===== src/rtl/arb_pkg.sv =====
// Shared types and helpers for the weighted round-robin arbiter.
package arb_pkg;

  typedef enum logic [0:0] {
    ST_IDLE  = 1'b0,
    ST_OWNED = 1'b1
  } arb_state_e;

  // Sized for the widest legal requestor count (32); callers zero-extend and truncate.
  function automatic logic [4:0] onehot_to_idx(input logic [31:0] oh);
    logic [4:0] idx;
    idx = '0;
    for (int i = 0; i < 32; i++) begin
      if (oh[i]) idx = idx | 5'(i);
    end
    return idx;
  endfunction

endpackage


===== src/rtl/arb_prio_pick.sv =====
// Combinational lowest-index priority picker: isolates the lowest set bit of req.
module arb_prio_pick #(
  parameter int N = 4
) (
  input  logic [N-1:0] req,
  output logic [N-1:0] gnt,
  output logic         any
);

  assign gnt = req & (~req + 1'b1);
  assign any = |req;

endmodule


===== src/rtl/wrr_arbiter.sv =====
// Weighted round-robin arbiter: registered one-hot grant, per-owner transfer credit, one-cycle bubble between owners.
// Optional WRR_ARBITER_LOCK_EN adds a lock input that stops credit consumption while the owner holds it.
module wrr_arbiter
  import arb_pkg::*;
#(
  parameter  int N   = 4,
  parameter  int WW  = 4,
  localparam int IDW = (N > 1) ? $clog2(N) : 1
) (
  input  logic            clk,
  input  logic            rst_an,
  input  logic [N-1:0]    req,
  input  logic [N*WW-1:0] weight,
  input  logic            done,
`ifdef WRR_ARBITER_LOCK_EN
  input  logic            lock,
`endif
  output logic [N-1:0]    grant,
  output logic [IDW-1:0]  grant_id,
  output logic            busy
);

  arb_state_e     state_q, state_d;
  logic [N-1:0]   grant_q, grant_d;
  logic [IDW-1:0] grant_id_q, grant_id_d;
  logic [IDW-1:0] ptr_q, ptr_d;
  logic [WW-1:0]  credit_q, credit_d;

  logic [N-1:0]   mask, pick_m, pick_u, winner;
  logic           any_m, any_u, lock_on, owner_req, release_own;
  logic [IDW-1:0] win_idx;
  logic [WW-1:0]  weight_arr [N];

`ifdef WRR_ARBITER_LOCK_EN
  assign lock_on = lock;
`else
  assign lock_on = 1'b0;
`endif

  for (genvar i = 0; i < N; i++) begin : g_req
    assign mask[i]       = (IDW'(i) >= ptr_q);
    assign weight_arr[i] = weight[i*WW +: WW];
  end

  arb_prio_pick #(.N(N)) u_pick_masked (
    .req (req & mask),
    .gnt (pick_m),
    .any (any_m)
  );

  arb_prio_pick #(.N(N)) u_pick_unmasked (
    .req (req),
    .gnt (pick_u),
    .any (any_u)
  );

  // Requestors at or above ptr win first; the unmasked pick handles wrap-around.
  assign winner    = any_m ? pick_m : pick_u;
  assign win_idx   = IDW'(onehot_to_idx(32'(winner)));
  assign owner_req = req[grant_id_q];

  always_comb begin
    state_d     = state_q;
    grant_d     = grant_q;
    grant_id_d  = grant_id_q;
    ptr_d       = ptr_q;
    credit_d    = credit_q;
    release_own = 1'b0;
    case (state_q)
      ST_IDLE: begin
        if (any_u) begin
          state_d    = ST_OWNED;
          grant_d    = winner;
          grant_id_d = win_idx;
          credit_d   = (weight_arr[win_idx] == '0) ? WW'(1) : weight_arr[win_idx];
        end
      end
      ST_OWNED: begin
        release_own = !owner_req || (done && !lock_on && credit_q <= WW'(1));
        if (release_own) begin
          state_d  = ST_IDLE;
          grant_d  = '0;
          credit_d = '0;
          ptr_d    = (grant_id_q == IDW'(N-1)) ? '0 : grant_id_q + 1'b1;
        end else if (done && !lock_on) begin
          credit_d = credit_q - 1'b1;
        end
      end
      default: state_d = ST_IDLE;
    endcase
  end

  always_ff @(posedge clk or negedge rst_an) begin
    if (!rst_an) begin
      state_q    <= ST_IDLE;
      grant_q    <= '0;
      grant_id_q <= '0;
      ptr_q      <= '0;
      credit_q   <= '0;
    end else begin
      state_q    <= state_d;
      grant_q    <= grant_d;
      grant_id_q <= grant_id_d;
      ptr_q      <= ptr_d;
      credit_q   <= credit_d;
    end
  end

  assign grant    = grant_q;
  assign grant_id = grant_id_q;
  assign busy     = |grant_q;

endmodule


===== config.mk =====
export PLATFORM = sky130hd
export DESIGN_NAME = wrr_arbiter
export DESIGN_NICKNAME = d
export VERILOG_FILES = /design/src/rtl/arb_pkg.sv /design/src/rtl/arb_prio_pick.sv /design/src/rtl/wrr_arbiter.sv
export SDC_FILE = /design/constraint.sdc
export NUM_CORES = 1
export LEC_CHECK = 0
export ABC_AREA = 1
export CORE_ASPECT_RATIO = 1.2
export CORE_UTILIZATION = 50
export DETAILED_ROUTE_END_ITERATION = 10
export PLACE_DENSITY = 0.84
export SYNTH_ARGS = -nofsm -noshare
export SYNTH_HDL_FRONTEND = slang
export SYNTH_SLANG_ARGS = --single-unit

===== constraint.sdc =====
create_clock -name clk -period 3.1 [get_ports clk]
set_clock_uncertainty 0.2 [all_clocks]
set_input_delay 0.93 -clock clk [delete_from_list [all_inputs] [get_ports clk]]
set_output_delay 0.93 -clock clk [all_outputs]
set_load 0.02 [all_outputs]

* Yosys cells after proc, flatten, opt, wreduce, memory -nomap -nowiden
Cells that the tools add are included.
** Storage, ports and cells
- Flip-flop bits (word level) :: 13
- Input port bits :: 23
- Output and inout bits :: 7
- Word-level logic and storage cells :: 59
** Operators by class
- $add $sub $neg :: 4
- Magnitude comparators :: 7
- Equality and inequality tests :: 4
- Mux-type cells :: 21
- Bitwise gates (word level) :: 7
- Reductions and logical operators :: 11
** Operators by type and width (number)
- $mux W4 :: 9
- $pmux W4 S2 :: 2
- $and A4 B4 Y4 :: 3
- $reduce_or A4 Y1 :: 3
- $add A4 B1 Y4 const B :: 2
- $bmux W4 S2 :: 1
- $not A4 Y4 :: 2
- $reduce_and A2 Y1 :: 4
- $mux W2 :: 3
- $ge A1 B2 Y1 const A :: 2
- $ge A2 B2 Y1 const A :: 2
- $le A4 B1 Y1 const B :: 1
- $logic_not A4 Y1 :: 1
- $mux W1 :: 4
- $sub A4 B1 Y4 const B :: 1
- $ge A3 B3 Y1 const B :: 1
- $lt A2 B3 Y1 const B :: 1
- $ne A3 B2 Y1 const B :: 1
- $not A2 Y3 :: 1
- $add A2 B1 Y2 const B :: 1
- $bmux W1 S2 :: 1
- $eq A2 B2 Y1 const B :: 1
- $ne A2 B1 Y1 const B :: 1
- $ne A2 B2 Y1 const B :: 1
- other kinds (5) :: 5

* Logic depth before layout (Yosys ltp)
- Depth after elaboration :: 17
- Gate-level depth with buffers :: 14
- Mapped depth without buffers :: 14

* Cells and area by module
Synthesis repeated with hierarchy kept, for this count alone.
** Second synthesis, totals
- Cell total of the unflattened synthesis :: 170
- Area total of the unflattened synthesis :: 1074.8 um^2
** By module, submodules not included
- wrr_arbiter :: times used 1, cells an instance 150, area an instance 982.2 um^2, seq. area each 325.3 um^2
- arb_prio_pick :: times used 2, cells an instance 10, area an instance 46.3 um^2, seq. area each 0.0 um^2

* Least setup slack after synthesis
Ideal clock, no wire load.
- Path kind :: input -> register
- Start point :: input req[0]
- End point :: register credit_q[0]
- Setup time :: 0.117 ns
- Arrival :: 1.797 ns
- Required time :: 2.783 ns
- Path slack :: 0.987 ns
- Cell stages on the path :: 10
- Path buffers :: 0
- Cell sequence :: a21oi_1 -> nand3_4 -> nand3_4 -> nand2_1 -> nand3_1 -> nand2_1 -> nand2_1 -> nor2_2 -> nor2_1 -> nor2_1
** On the way
- Longest elaborated chain between the ends :: 16
- Elaborated cells between the ends (all ways) :: 29
- Classes of those cells :: add/sub: 2; eq/ne: 2; mux: 13; bitwise: 6; reduce/logical: 6
** Ends and longest elaborated chain
- start: declaration :: line wrr_arbiter.sv:12 : input logic [N-1:0] req,
- $and A4 B4 Y4 :: line wrr_arbiter.sv:46 : .req (req & mask),
- $not A4 Y4 :: line arb_prio_pick.sv:10 : assign gnt = req & (~req + 1'b1);
- $add A4 B1 Y4 :: line arb_prio_pick.sv:10
- $and A4 B4 Y4 :: line arb_prio_pick.sv:10
- $mux W4 :: line wrr_arbiter.sv:58 : assign winner = any_m ? pick_m : pick_u;
- $mux W1 :: line arb_pkg.sv:14 : if (oh[i]) idx = idx | 5'(i);
- $mux W2 (2 in a row) :: line arb_pkg.sv:14
- $not A2 Y3 (not written as such) :: line wrr_arbiter.sv:75 : credit_d = (weight_arr[win_idx] == '0) ? WW'(1) : weight_arr[win_idx];
- $bmux W4 S2 :: line wrr_arbiter.sv:75
- $mux W4 (not written as such) (2 in a row) :: line wrr_arbiter.sv:75
- $logic_not A4 Y1 :: line wrr_arbiter.sv:75
- $mux W4 :: line wrr_arbiter.sv:75
- $mux W4 :: line wrr_arbiter.sv:71 : if (any_u) begin
- $pmux W4 S2 :: line wrr_arbiter.sv:69 : case (state_q)
- end signal: assignment :: line wrr_arbiter.sv:105 : credit_q <= credit_d;
- end: declaration :: line wrr_arbiter.sv:27 : logic [WW-1:0] credit_q, credit_d;
Several ways; a longest one is shown, not always the timed one. The select of a mux whose other input is x is not followed.
A chain may end at the register's enable or synchronous reset.

* Final worst setup path
- Start point :: input req[1]
- End point :: register credit_q[1]
The elaborated chain is that of the path after synthesis.

==> results by group <==
Routing
  • Residual DRC count: 0
  • First drt pass iteration count: 4
  • Vias per cell: 5.54
  • DR WL/cell: 13.2 um
  • Final wirelength: 2.54 mm
  • Starting DRT DRC Count: 39
  • DRT antenna net count: 0
  • Routed vias: 1063

Clocking
  • Post-CTS sizing: 0
  • Worst-path clk slew: 0.08 ns
  • Post-CTS setup buffer count: 0
  • Clock Tree Buf Depth: 2
  • Clock Latency Late Sink: 0.28 ns
  • CTS root buffer: clkbuf_4
  • Hold_buf cts: 0
  • Clk sink count: 13
  • H-tree levels: 1
  • CTS tree: built
  • Cts bufs inserted: 3

Final layout
  • Sequential Area: 325 um^2
  • Fillers: 169
  • NumNets Final: 200
  • Share of layout cells above drive strength 1: 0.0983
  • N_diodes: 0
  • Non-Filler Instances: 192
  • Syn-to-layout area delta: 33.9%
  • Multi-input gate area: 589 um^2

Timing
  • Slew headroom: 0.617
  • FMAX: 382 MHz
  • Final setup viols: 0
  • Slew @ Worst Pin: 0.573 ns
  • Setup TNS: 0 ns
  • Unrepaired setup endpoints after global routing: false
  • Crit path time final: 2.62 ns
  • Final Hold Vio Count: 0
  • Final worst path period share: 0.844
  • Slew Limit Fails: 0

Yosys
  • Syn Nets: 166
  • Register area share after synthesis: 0.324
  • Async SR Flop Fraction: 1.00
  • Gate Count Post-Synth: 140
  • Synth top area cells: dfrtp_1 (32%), nand2_1 (12%), inv_1 (7.8%)
  • Synthesized area: 0.00100 mm^2
  • Post-synth top cells: nand2_1 (32), inv_1 (21), dfrtp_1 (13)
  • Library cells used by synthesis: 25
  • Top-count cell post-synth: nand2_1
  • Synth top area share: 0.324
  • Yosys warnings: 0
  • Synthesis-stage register bit count: 13
  • Post-synth EDFFs: 0
  • Main synth FF type: dfrtp_1
  • Syn avg cell area: 7.18 um^2
  • Largest area contributor in the netlist: dfrtp_1

Die
  • Die height: 51.1 um
  • IO Count: 30
  • Initial Utilization: 0.537
  • Die ar.: 0.00219 mm^2
  • Die W: 42.9 um
  • # rows: 17
  • Core ar.: 0.00187 mm^2

Setup path
  • CP endpoint kind: flop
  • Worst setup path endpoint: credit_q[1]
  • Crit Reg-Reg Endpoint: credit_q[1]
  • Worst setup SP type: input port
  • CP max FO: 6
  • R2R setup slack: 1.08 ns
  • CP required: 3.05 ns
  • Worst Setup SP: req[1]
  • R2R depth: 10
  • Worst r2r src: credit_q[0]
  • WS Path Type: in2reg
  • Critical Path AT: 2.57 ns

Placed design
  • Dpl hpwl: 2.04 mm
  • Dpl cells: 188
  • Placer Congestion: 0.935
  • Port bufs: 29

GRT
  • Initial antenna violation count: 0
  • Grt ovf: 0
  • First-pass GRT wire length: 4.26 mm
  • Number of global-route vias before repair: 991
  • Tot GR Track Use: 0.256
  • Largest net degree at the start of global routing: 14

Pwr
  • Leak Pwr: 0.643 nW
  • VDD IR max: 0.000746 V
  • Power Density: 890 mW/mm^2

Job
  • Max-cap violation count: 0

Run status
  • Outcome: completed

Hold path
  • HP Class: reg2reg
==> power by group <==
part           internal, W  switching, W  total (W)
logic             0.000306      0.000465   0.000771
registers         0.000252     0.0000695   0.000321
clock network    0.0000499     0.0000558   0.000106
total             0.000608      0.000590    0.00120
==> flip-flops by register name, indices dropped and copies added, names as in the netlist <==
register / cells
grant_id: 2
credit_q: 4
grant: 4
state_q: 1
ptr_q: 2
==> critical path, stage by stage <==
cell and delay (ns):
clkdlybuf4s50_1 0.55, inv_1 0.08, a21oi_1 0.13, o21ai_1 0.09, nand2_1 0.07, nand2_1 0.07
nor2_1 0.19, nand2_1 0.08, nand2_1 0.12, inv_2 0.08, nand3_1 0.08, o21ai_0 0.11
==> area by class of cell <==
| type | count | area share |
|---|---|---|
| inverters | 24 | 0.0670 |
| well taps | 19 | 0.0177 |
| flip-flops and latches | 13 | 0.242 |
| repair buffers | 29 | 0.216 |
| multi-input cells | 103 | 0.438 |
| clock buffers | 4 | 0.0195 |
==> routing by layer <==
layer | share of wire | global-route usage | vias up
met4 | 0.0099 | 0.0729 | 0
li1 | - | - | 537
met3 | 0.041 | 0.0530 | 4
met1 | 0.40 | 0.303 | 491
met2 | 0.55 | 0.457 | 31
met5 | 0 | 0 | -
==> cells by family (layout without fill, tap and decap cells) <==
family,Yosys count,in the layout,share of synthesized area
and+or+nand+nor,75,75,0.402
buffers and inverters,24,57,0.0897
xor gates and xnor gates,1,1,0.00872
AOI/OAI and AO/OA,24,24,0.138
adders and majority gates,3,3,0.0374
DFF,13,13,0.324
==> per-stage QoR <==
step	setup WS, ns	hold WS [ns]	cell area (um^2)	util	power (W)
final	0.484	0.326	1350	0.719	0.00120
after global routing	0.310	0.340	1350	0.719	0.00129
after CTS	0.514	0.325	1350	0.719	0.00120
after detailed placement	0.208	0.306	1320	0.705	0.00108
after global placement	0.249	0.293	1320	0.705	0.00106
after floorplan	0.987	0.274	1000	-	0.000838
==> placed cells by master (no fill, tap or decap), types with 2 or more instances in the layout <==
cell,n
inv_1,21
nand2_2,4
nand4_1,7
o211ai_1,2
nand3_1,12
a21oi_1,7
o21ai_0,8
nand2_1,32
nand3_4,3
ha_1,3
o22ai_1,2
dfrtp_1,13
nand3b_1,3
clkdlybuf4s50_1,29
clkbuf_4,3
inv_2,3
nor2_1,10
==> worst min-delay path by stage <==
stage / slack [ns] / startpoint / cells past startpoint / to
CTS: 0.32 / ptr_q[0] / 2 / ptr_q[0]
detailed placement: 0.31 / ptr_q[0] / 2 / ptr_q[0]
global placement: 0.29 / ptr_q[0] / 2 / ptr_q[0]
finish: 0.33 / ptr_q[0] / 2 / ptr_q[0]
global route: 0.34 / ptr_q[0] / 2 / ptr_q[0]
floorplan: 0.27 / ptr_q[0] / 2 / ptr_q[0]
Power figures use the tool's default switching activity.
